File: config.mk
export PLATFORM = sky130hd
export DESIGN_NAME = tdm_demux_frame_flat
export DESIGN_NICKNAME = d
export VERILOG_FILES = /design/src/rtl/tdm_demux_frame_if.sv /design/src/rtl/tdm_demux_frame.sv /design/src/flat_wrapper.sv
export SDC_FILE = /design/constraint.sdc
export NUM_CORES = 1
export LEC_CHECK = 0
export ABC_CLOCK_PERIOD_IN_PS = 2450
export BUFFER_PORTS_ARGS = -buffer_cell sky130_fd_sc_hd__buf_2
export CELL_PAD_IN_SITES_DETAIL_PLACEMENT = 2
export CELL_PAD_IN_SITES_GLOBAL_PLACEMENT = 2
export CORE_ASPECT_RATIO = 1.75
export CORE_UTILIZATION = 39
export DETAILED_ROUTE_END_ITERATION = 6
export GPL_ROUTABILITY_DRIVEN = 1
export PLACE_DENSITY_LB_ADDON = 0.15
export SLEW_MARGIN = 0
export SYNTH_ARGS = -nofsm -noshare
export SYNTH_HDL_FRONTEND = slang
export SYNTH_SLANG_ARGS = --single-unit
File: constraint.sdc
create_clock -name clk -period 2.45 [get_ports clk]
set_clock_uncertainty 0.2 [all_clocks]
set_input_delay 0.3675 -clock clk [delete_from_list [all_inputs] [get_ports clk]]
set_output_delay 0.3675 -clock clk [all_outputs]
set_load 0.03 [all_outputs]
File: src/rtl/tdm_demux_frame_if.sv
// Bus interface for the TDM frame demultiplexer.
// Serial side: in_valid, in_sof, in_data (driven by the stream source).
// Frame side:  out_data, out_valid, out_sel, err (driven by the demux).
// Modport master is the source/consumer side. Modport slave is the demux.
interface tdm_demux_frame_if #(
  parameter int DW  = 8,
  parameter int NCH = 4,
  parameter int CW  = 2
);
  logic              in_valid;
  logic              in_sof;
  logic [DW-1:0]     in_data;
  logic [NCH*DW-1:0] out_data;
  logic              out_valid;
  logic [CW-1:0]     out_sel;
  logic              err;

  modport master (
    output in_valid, in_sof, in_data,
    input  out_data, out_valid, out_sel, err
  );

  modport slave (
    input  in_valid, in_sof, in_data,
    output out_data, out_valid, out_sel, err
  );
endinterface

File: src/rtl/tdm_demux_frame.sv
// Registered 1-to-NCH time-division demultiplexer.
// Collects one word per channel from a round-robin serial stream, starting at
// the word flagged by in_sof. It publishes the whole frame atomically on
// out_data together with a one-cycle out_valid pulse.
// Ports:
//   clk       rising-edge clock
//   rst_n     asynchronous active-low reset
//   bus.in_*  serial word stream (valid, start-of-frame, data)
//   bus.out_data  frame bus, channel k at [k*DW +: DW]
//   bus.out_valid one-cycle pulse when a new frame lands on out_data
//   bus.out_sel   slot the next accepted word is written to
//   bus.err       one-cycle pulse on a framing error (missing or early sof)
module tdm_demux_frame #(
  parameter int DW  = 8,
  parameter int NCH = 4,
  parameter int CW  = 2
) (
  input  logic           clk,
  input  logic           rst_n,
  tdm_demux_frame_if.slave bus
);

  typedef enum logic {IDLE, RUN} state_t;

  localparam logic [CW-1:0] LAST = CW'(NCH - 1);

  state_t            state_q, state_d;
  logic [CW-1:0]     sel_q, sel_d;
  logic              valid_q, valid_d;
  logic              err_q, err_d;
  logic [NCH*DW-1:0] data_q;
  logic [DW-1:0]     shadow_q [NCH];
  logic              wr_en;
  logic [CW-1:0]     wr_idx;
  logic              publish;

  // NOTE: every signal written here gets a default first so no latch is
  // inferred on the paths that leave it untouched.
  always_comb begin
    state_d = state_q;
    sel_d   = sel_q;
    valid_d = 1'b0;
    err_d   = 1'b0;
    wr_en   = 1'b0;
    wr_idx  = sel_q;
    publish = 1'b0;
    if (bus.in_valid) begin
      case (state_q)
        IDLE: begin
          if (bus.in_sof) begin
            wr_en   = 1'b1;
            wr_idx  = '0;
            sel_d   = CW'(1);
            state_d = RUN;
          end else begin
            err_d = 1'b1;            // word without a frame start is dropped
          end
        end
        RUN: begin
          if (bus.in_sof) begin
            // Early start: abandon the partial frame and restart at slot 0.
            err_d  = 1'b1;
            wr_en  = 1'b1;
            wr_idx = '0;
            sel_d  = CW'(1);
          end else if (sel_q == LAST) begin
            // Last word bypasses the shadow buffer straight into out_data.
            publish = 1'b1;
            valid_d = 1'b1;
            sel_d   = '0;
            state_d = IDLE;
          end else begin
            wr_en = 1'b1;
            sel_d = sel_q + 1'b1;
          end
        end
        default: state_d = IDLE;
      endcase
    end
  end

  always_ff @(posedge clk or negedge rst_n) begin
    if (!rst_n) begin
      state_q <= IDLE;
      sel_q   <= '0;
      valid_q <= 1'b0;
      err_q   <= 1'b0;
      data_q  <= '0;
    end else begin
      state_q <= state_d;
      sel_q   <= sel_d;
      valid_q <= valid_d;
      err_q   <= err_d;
      if (publish) begin
        for (int k = 0; k < NCH - 1; k++) data_q[k*DW +: DW] <= shadow_q[k];
        data_q[(NCH-1)*DW +: DW] <= bus.in_data;
      end
    end
  end

  // NOTE: the shadow buffer is small and must read as cleared after reset, so
  // it is reset like ordinary flops rather than left as an unreset memory.
  always_ff @(posedge clk or negedge rst_n) begin
    if (!rst_n) begin
      for (int k = 0; k < NCH; k++) shadow_q[k] <= '0;
    end else if (wr_en) begin
      shadow_q[wr_idx] <= bus.in_data;
    end
  end

  assign bus.out_data  = data_q;
  assign bus.out_valid = valid_q;
  assign bus.out_sel   = sel_q;
  assign bus.err       = err_q;

endmodule

File: src/flat_wrapper.sv
// flat-port wrapper written by rule: the top's interface ports become plain ports
module tdm_demux_frame_flat 
#(
  parameter int DW  = 8,
  parameter int NCH = 4,
  parameter int CW  = 2
)
  (clk, rst_n, bus_in_valid, bus_in_sof, bus_in_data, bus_out_data, bus_out_valid, bus_out_sel, bus_err);
  tdm_demux_frame_if #(.DW(DW), .NCH(NCH), .CW(CW)) bus_i ();
  input  logic clk;
  input  logic rst_n;
  input wire logic [$bits(bus_i.in_valid)-1:0] bus_in_valid;
  input wire logic [$bits(bus_i.in_sof)-1:0] bus_in_sof;
  input wire logic [$bits(bus_i.in_data)-1:0] bus_in_data;
  output wire logic [$bits(bus_i.out_data)-1:0] bus_out_data;
  output wire logic [$bits(bus_i.out_valid)-1:0] bus_out_valid;
  output wire logic [$bits(bus_i.out_sel)-1:0] bus_out_sel;
  output wire logic [$bits(bus_i.err)-1:0] bus_err;
  assign bus_i.in_valid = bus_in_valid;
  assign bus_i.in_sof = bus_in_sof;
  assign bus_i.in_data = bus_in_data;
  assign bus_out_data = bus_i.out_data;
  assign bus_out_valid = bus_i.out_valid;
  assign bus_out_sel = bus_i.out_sel;
  assign bus_err = bus_i.err;
  tdm_demux_frame #(.DW(DW), .NCH(NCH), .CW(CW)) u_core (.clk(clk), .rst_n(rst_n), .bus(bus_i));
endmodule
==> results of run 1 <==
## registers in the layout (all words and copies together) (netlist names)
name and flops:
u_core.state_q 1, u_core.bus.out_sel 2, u_core.shadow_q 24, u_core.bus.err 1, u_core.bus.out_valid 1, u_core.bus.out_data 32
## metrics by stage
step | std cells | power, mW | hold WS (ns)
2_1_floorplan | 141 | 2.83 | -0.128
3_3_place_gp | 265 | 3.20 | 0.187
3_5_place_dp | 265 | 3.30 | 0.207
4_1_cts | 282 | 4.32 | 0.107
5_1_grt | 282 | 4.49 | 0.106
6_report | 282 | 4.25 | 0.120
## routing by layer
metal  share of wire  GRT usage  routed length, um  up-vias
met5               0          0                  0        -
met4          0.0046     0.0598                 23        0
met3           0.045     0.0572                228        2
met2            0.54      0.295               2690       42
met1            0.41      0.193               2070      729
li1                -          -                  -      611
## kinds of logic (layout without fill, tap and decap cells)
logic type | after synthesis | in the layout
adder cells (fa/ha/maj) | 2 | 2
flip-flops | 61 | 61
multiplexers | 57 | 57
AND/OR/NAND/NOR | 11 | 11
AO/OA/AOI/OAI | 3 | 3
buffers and inverters | 7 | 68
## worst register-to-register path, delay by kind of cell (launching register included)
family / cells / cell delay (ns)
DFF: 1 / 0.48
adders and majority gates: 1 / 0.42
AOI/OAI and AO/OA: 1 / 0.40
muxes: 1 / 0.40
and+or+nand+nor: 1 / 0.13
## power breakdown
group	leakage (nW)	total [mW]	internal (mW)	switching, mW
Sequential	0.759	1.69	1.43	0.256
Clock	0.112	0.988	0.598	0.389
Combinational	0.712	1.57	0.697	0.874
Total	1.58	4.25	2.73	1.52
## worst max-delay path by stage
stage / start / to / slack, ns
6_report: u_core.bus.out_sel[0] / u_core.shadow_q[29] / 0.29
5_1_grt: u_core.bus.out_sel[0] / u_core.shadow_q[30] / 0.19
4_1_cts: u_core.bus.out_sel[0] / u_core.shadow_q[29] / 0.26
3_5_place_dp: u_core.bus.out_sel[0] / u_core.shadow_q[29] / 0.32
3_3_place_gp: u_core.bus.out_sel[0] / u_core.shadow_q[25] / 0.48
2_1_floorplan: u_core.bus.out_sel[0] / u_core.shadow_q[24] / 0.40
## layout by cell type, fill, tap and decap left out, drive strengths merged
cell type    instances
buf                 48
o21ai                1
clkbuf              10
nor3b                1
nor4b                1
nor2                 1
ha                   2
dlygate4sd3          1
nor3                 1
nand2                3
mux2i                1
dfrtp               61
inv                  3
clkinv               3
mux2                56
bufinv               2
nand3                1
clkinvlp             1
and3b                1
a22o                 2
or2b                 1
nor2b                1
## what timing repair did
item	4_1_cts	5_1_grt
hold endpoints to repair	23	0
resized for setup	0	0
hold buffers	1	0
## layout make-up
| cell class | instances | area [sq um] |
|---|---|---|
| repair buffers | 49 | 265 |
| well taps | 80 | 100 |
| inverters | 3 | 11.3 |
| flip-flops and latches | 61 | 1530 |
| multi-input cells | 73 | 888 |
| clock buffers | 10 | 138 |
| fillers | 602 | 3170 |
| clock inverters | 6 | 86.3 |
==> run_results.csv, run 1 <==
group,metric,value,unit
die,initial_utilization,0.404,
clock_tree,clkSlewWorstSetupHoldPaths,0.07,ns
drt,wl,5010,um
global_route,vias_in_the_first_global_route,1579,
clock_tree,clk_latency,0.33,ns
worst_setup_path,path_depth,4,
die,boundaryPins,48,
sta,max_clock_freq,464,MHz
global_route,maximum_number_of_pins_on_one_net_before_global_route_repair,39,
placed_design,finalWeightedCongestion,0.714,
sta,worst_slack,0.293,ns
global_route,grt_first_pass_wirelength,8360,um
worst_setup_path,r2r-start,"u_core.bus.out_sel[0]",
drt,routed_via_density,4.91,
drt,drt_iter0_markers,31,
synthesis,synth_top_family_by_area,"multiplexers",
global_route,initial_antenna_violation_count,0,
pwr,power-per-cell-area,1410,nW/um^2
synthesis,synth_seq_cells,61,
hold_path,min_path_cells,2,
pwr,power.static_leakage,1.58,nW
synthesis,synthMuxAreaShare,0.300,
placed_design,dp_worst_setup_slack,0.317,ns
clock_tree,max-clock-path-buffers,2,
final_layout,final_layout_size_suffix_gt1_frac,0.614,
worst_setup_path,timing.critical_path.required,2.45,ns
final_layout,area_growth_synth_to_finish,20.7,%
synthesis,synth-compound-area-share,0.0105,
drt,postRouteAntennaNets,0,
global_route,grt_use_total,0.170,
synthesis,syn-instance-count,141,
worst_setup_path,path_buf_inv,0,
synthesis,synthAdderAreaFrac,0.0100,
worst_setup_path,path_delay_family,"flip-flops",
die,chipHeight,108,um
drt,num_vias,1384,
clock_tree,tritoncts_clock_tree,"built",
worst_setup_path,register_to_register_path_setup_slack,0.29,ns
synthesis,synth_xor_xnor_area_share,0,
worst_setup_path,worstPathMaxFanout,8,
synthesis,synth_async_sr_flop_share,1.00,
sta,timing.max_slew.rel_slack,0.614,
sta,timing.final.crit_share,0.880,
flow_run,max_cap_check_violation_count,0,
hold_path,worst_hold_path_type,"in2reg",
synthesis,synth-simple-area-share,0.0351,
global_route,overflow,0,
clock_tree,number_of_buffers_inserted_during_clock_tree_synthesis,9,
die,fp-row-count,38,
final_layout,num_antenna_cells,0,
placed_design,dpl.hpwl,3410,um
sta,report.final.hold_viol_count,0,
synthesis,ys_top_cells_by_count,"sky130_fd_sc_hd__dfrtp_1 (61), sky130_fd_sc_hd__mux2_4 (29), sky130_fd_sc_hd__mux2_2 (27), sky130_fd_sc_hd__buf_12 (3), sky130_fd_sc_hd__inv_1 (3)",
worst_setup_path,cp-end-kind,"flip-flop",
drt,drt-pass1-iter-count,2,
die,core-area,6180,sq um
worst_setup_path,critical-path-slowest-cell,"sky130_fd_sc_hd__dfrtp_1",
synthesis,mappedNetlistNets,155,
clock_tree,clock_sinks,61,
placed_design,placement.cell_area,2780,sq um
hold_path,worst_hold_start,"bus_in_data[2]",
synthesis,synth_top_area_frac,0.611,
worst_setup_path,timing.critical_path.cells,"ha_1, nor4b_1, o21ai_2, mux2_2",
synthesis,post_synth_main_area_contributors,"sky130_fd_sc_hd__dfrtp_1 (61%), sky130_fd_sc_hd__mux2_4 (17%), sky130_fd_sc_hd__mux2_2 (12%), sky130_fd_sc_hd__buf_12 (2.4%), sky130_fd_sc_hd__ha_1 (1.0%)",
hold_path,min_to,"u_core.shadow_q[26]",
synthesis,yosysWarningCount,0,
pwr,vdd_ir_drop_max,0.000513,V
worst_setup_path,reg2regPathDepth,4,
die,die-width,62.5,um
synthesis,synth_sequential_area_ratio,0.611,
sta,tightestPinTransition,0.579,ns
placed_design,port_buffers,47,
sta,setup_total_negative_slack,0,ns
drt,post_drt_wl_per_cell,17.8,um
sta,setup_violations,0,
clock_tree,cts-htree-levels,3,
worst_setup_path,cp_data_arrival_time,2.16,ns
synthesis,synth_largest_area_cell,"sky130_fd_sc_hd__dfrtp_1",
synthesis,yosys.cell_types.count,21,
worst_setup_path,critical_path.startpoint_type,"flip-flop",
die,floorplan.die_area,6740,sq um
status,outcome,"complete, no violations",
final_layout,finish.net_count,211,
synthesis,syn-cell-area,2500,sq um
final_layout,layout.cell_area.non_filler,3020,sq um
synthesis,yosys.cell_count.top_type,"sky130_fd_sc_hd__dfrtp_1",
synthesis,synth_edf_count,0,
worst_setup_path,criticalPathCategory,"reg2reg",
sta,finalWorstPathRequiredPeriod,2.16,ns
sta,final_max_slew_viol_count,0,
synthesis,synthFlopType,"sky130_fd_sc_hd__dfrtp_1",
drt,drc,0,
synthesis,synth_area_per_cell,17.7,sq um
worst_setup_path,cpPeakStageDelay,0.48,ns
sta,rsz0062_at_grt,"false",
worst_setup_path,worst_r2r_end,"u_core.shadow_q[29]",
final_layout,final_core_util,0.488,
clock_tree,post_cts_buffers,0,
clock_tree,clockRootBuffer,"sky130_fd_sc_hd__clkbuf_8",
No activity file was read; power rests on OpenSTA's default activity.
==> run 2: changes to the inputs <==
--- a/config.mk
+++ b/config.mk
@@ -5,12 +5,12 @@
 export SDC_FILE = /design/constraint.sdc
 export NUM_CORES = 1
 export LEC_CHECK = 0
-export ABC_CLOCK_PERIOD_IN_PS = 2450
+export ABC_CLOCK_PERIOD_IN_PS = 1930
 export BUFFER_PORTS_ARGS = -buffer_cell sky130_fd_sc_hd__buf_2
 export CELL_PAD_IN_SITES_DETAIL_PLACEMENT = 2
 export CELL_PAD_IN_SITES_GLOBAL_PLACEMENT = 2
 export CORE_ASPECT_RATIO = 1.75
-export CORE_UTILIZATION = 39
+export CORE_UTILIZATION = 35
 export DETAILED_ROUTE_END_ITERATION = 6
 export GPL_ROUTABILITY_DRIVEN = 1
 export PLACE_DENSITY_LB_ADDON = 0.15
==> constraint.sdc (replaced) <==
create_clock -name clk -period 1.93 [get_ports clk]
set_clock_uncertainty 0.2 [all_clocks]
set_input_delay 0.2895 -clock clk [delete_from_list [all_inputs] [get_ports clk]]
set_output_delay 0.2895 -clock clk [all_outputs]
set_load 0.03 [all_outputs]
==> run_results.csv, run 2 (same netlist as run 1, synthesis figures left out) <==
group,metric,value,unit
global_route,vias_in_the_first_global_route,1603,
worst_setup_path,critical_path.startpoint_type,"flip-flop",
clock_tree,clockRootBuffer,"sky130_fd_sc_hd__clkbuf_16",
sta,setup_violations,0,
worst_setup_path,worst_r2r_end,"u_core.bus.out_data[19]",
worst_setup_path,path_buf_inv,1,
clock_tree,tritoncts_clock_tree,"built",
sta,timing.final.crit_share,0.952,
worst_setup_path,timing.critical_path.required,1.93,ns
pwr,power-per-cell-area,1860,nW/um^2
die,chipHeight,114,um
worst_setup_path,critical-path-slowest-cell,"sky130_fd_sc_hd__dfrtp_2",
worst_setup_path,cp-end-kind,"flip-flop",
global_route,grt_use_total,0.168,
die,boundaryPins,48,
worst_setup_path,register_to_register_path_setup_slack,0.09,ns
global_route,overflow,0,
die,fp-row-count,40,
final_layout,finish.net_count,213,
worst_setup_path,criticalPathCategory,"reg2reg",
drt,drt-pass1-iter-count,2,
final_layout,finish.cell_count_without_fillers,288,
status,outcome,"complete, no violations",
final_layout,area_growth_synth_to_finish,25.9,%
drt,drt_iter0_markers,30,
clock_tree,clk_latency,0.32,ns
clock_tree,clkSlewWorstSetupHoldPaths,0.06,ns
die,core-area,6860,sq um
sta,finalWorstPathRequiredPeriod,1.84,ns
placed_design,port_buffers,47,
drt,post_drt_wl_per_cell,18.8,um
worst_setup_path,reg2regPathDepth,4,
global_route,global_route.usage.met3,0.0520,
global_route,grt_busiest_layer,"met2",
die,die-width,65.9,um
flow_run,max_cap_check_violation_count,0,
final_layout,final_layout_size_suffix_gt1_frac,0.632,
clock_tree,post_cts_buffers,0,
worst_setup_path,worstPathMaxFanout,33,
drt,drc,0,
drt,routed_via_density,4.81,
global_route,met2_usage,0.299,
placed_design,numPlacedInstances,271,
global_route,maximum_number_of_pins_on_one_net_before_global_route_repair,62,
clock_tree,cts-htree-levels,3,
worst_setup_path,r2r-start,"u_core.bus.out_sel[1]",
sta,final_max_slew_viol_count,0,
clock_tree,number_of_buffers_inserted_during_clock_tree_synthesis,9,
die,floorplan.die_area,7490,sq um
sta,report.final.hold_viol_count,0,
drt,postRouteAntennaNets,0,
drt,wl,5420,um
worst_setup_path,timing.critical_path.cells,"ha_2, buf_4, nand2_8, mux2_2",
global_route,initial_antenna_violation_count,0,
sta,timing.max_slew.rel_slack,0.707,
hold_path,min_path_cells,2,
hold_path,worst_hold_path_type,"in2reg",
hold_path,worst_hold_start,"bus_in_data[2]",
pwr,power.static_leakage,1.63,nW
placed_design,dpl.hpwl,3640,um
sta,max_clock_freq,544,MHz
worst_setup_path,path_delay_family,"flip-flops",
final_layout,layout.cells.most_common,"sky130_fd_sc_hd__dfrtp_1",
final_layout,largest_register_ffs,32,
die,initial_utilization,0.364,
global_route,grt_first_pass_wirelength,8840,um
sta,setup_total_negative_slack,0,ns
drt,num_vias,1385,
worst_setup_path,cpPeakStageDelay,0.44,ns
sta,rsz0062_at_grt,"false",
final_layout,num_antenna_cells,0,
clock_tree,clock_sinks,61,
final_layout,most-common-layout-cells,"sky130_fd_sc_hd__dfrtp_1 (59), sky130_fd_sc_hd__buf_2 (47), sky130_fd_sc_hd__mux2_4 (29)",
global_route,grt_use_met1,0.179,
pwr,vdd_ir_drop_max,0.000893,V
clock_tree,max-clock-path-buffers,2,
worst_setup_path,cp_data_arrival_time,1.84,ns
placed_design,finalWeightedCongestion,0.703,
sta,tightestPinTransition,0.440,ns
hold_path,min_to,"u_core.shadow_q[26]",
## run 2: changes by cell type in the layout (fill, tap and decap cells not counted), moves of 2 or more
cell | before | now
sky130_fd_sc_hd__buf_4 | 0 | 2
sky130_fd_sc_hd__clkbuf_16 | 0 | 9
sky130_fd_sc_hd__clkbuf_8 | 10 | 3
sky130_fd_sc_hd__dfrtp_2 | 0 | 2
sky130_fd_sc_hd__dfrtp_1 | 61 | 59
## run 2: how the worst max path moves through the flow
stage / startpoint / end / slack, ns / cells after the start
floorplan: u_core.bus.out_sel[0] / u_core.shadow_q[24] / 0.08 / 4
global placement: u_core.bus.out_sel[1] / u_core.shadow_q[19] / 0.11 / 5
detailed placement: u_core.bus.out_sel[1] / u_core.shadow_q[21] / 0.01 / 5
CTS: u_core.bus.out_sel[1] / u_core.shadow_q[21] / 0.06 / 5
global route: u_core.bus.out_sel[1] / u_core.shadow_q[17] / 0.02 / 5
finish: u_core.bus.out_sel[1] / u_core.bus.out_data[19] / 0.09 / 4
## run 2: stage by stage
| step | instance area [sq um] | hold slack, ns | worst slack [ns] | util | total power [mW] |
|---|---|---|---|---|---|
| 5_1_grt | 3140 | 0.0512 | 0.0159 | 0.458 | 6.14 |
| 4_1_cts | 3140 | 0.0517 | 0.0607 | 0.458 | 5.94 |
| 2_1_floorplan | 2500 | -0.206 | 0.0809 | - | 3.60 |
| 3_3_place_gp | 2810 | 0.120 | 0.113 | 0.409 | 4.11 |
| 3_5_place_dp | 2810 | 0.127 | 0.0110 | 0.409 | 4.23 |
| 6_report | 3140 | 0.0549 | 0.0923 | 0.458 | 5.84 |
## run 2: repair_timing
action	CTS	global route
hold buffers	1	0
setup endpoints to repair	9	0
endpoints found under the hold margin	61	0
resized for setup	2	0
## run 2: layout make-up
cell class,instances,area (sq um)
Multi-Input combinational cell,73,905
Fill cell,658,3710
Sequential cell,61,1530
Tap cell,84,105
Inverter,3,11.3
Clock buffer,13,270
Timing Repair Buffer,51,280
Clock inverter,3,42.5
## run 2: power by group
part | leakage (nW) | switching [mW] | internal [mW] | total, mW
Sequential | 0.756 | 0.323 | 1.82 | 2.15
Clock | 0.152 | 0.536 | 1.10 | 1.64
Combinational | 0.723 | 1.14 | 0.911 | 2.06
Total | 1.63 | 2.00 | 3.84 | 5.84
## run 2: per-layer routing
layer | vias up | wire (um)
li1 | 615 | -
met1 | 731 | 2020
met2 | 30 | 3130
met3 | 9 | 184
met4 | 0 | 85
met5 | - | 0
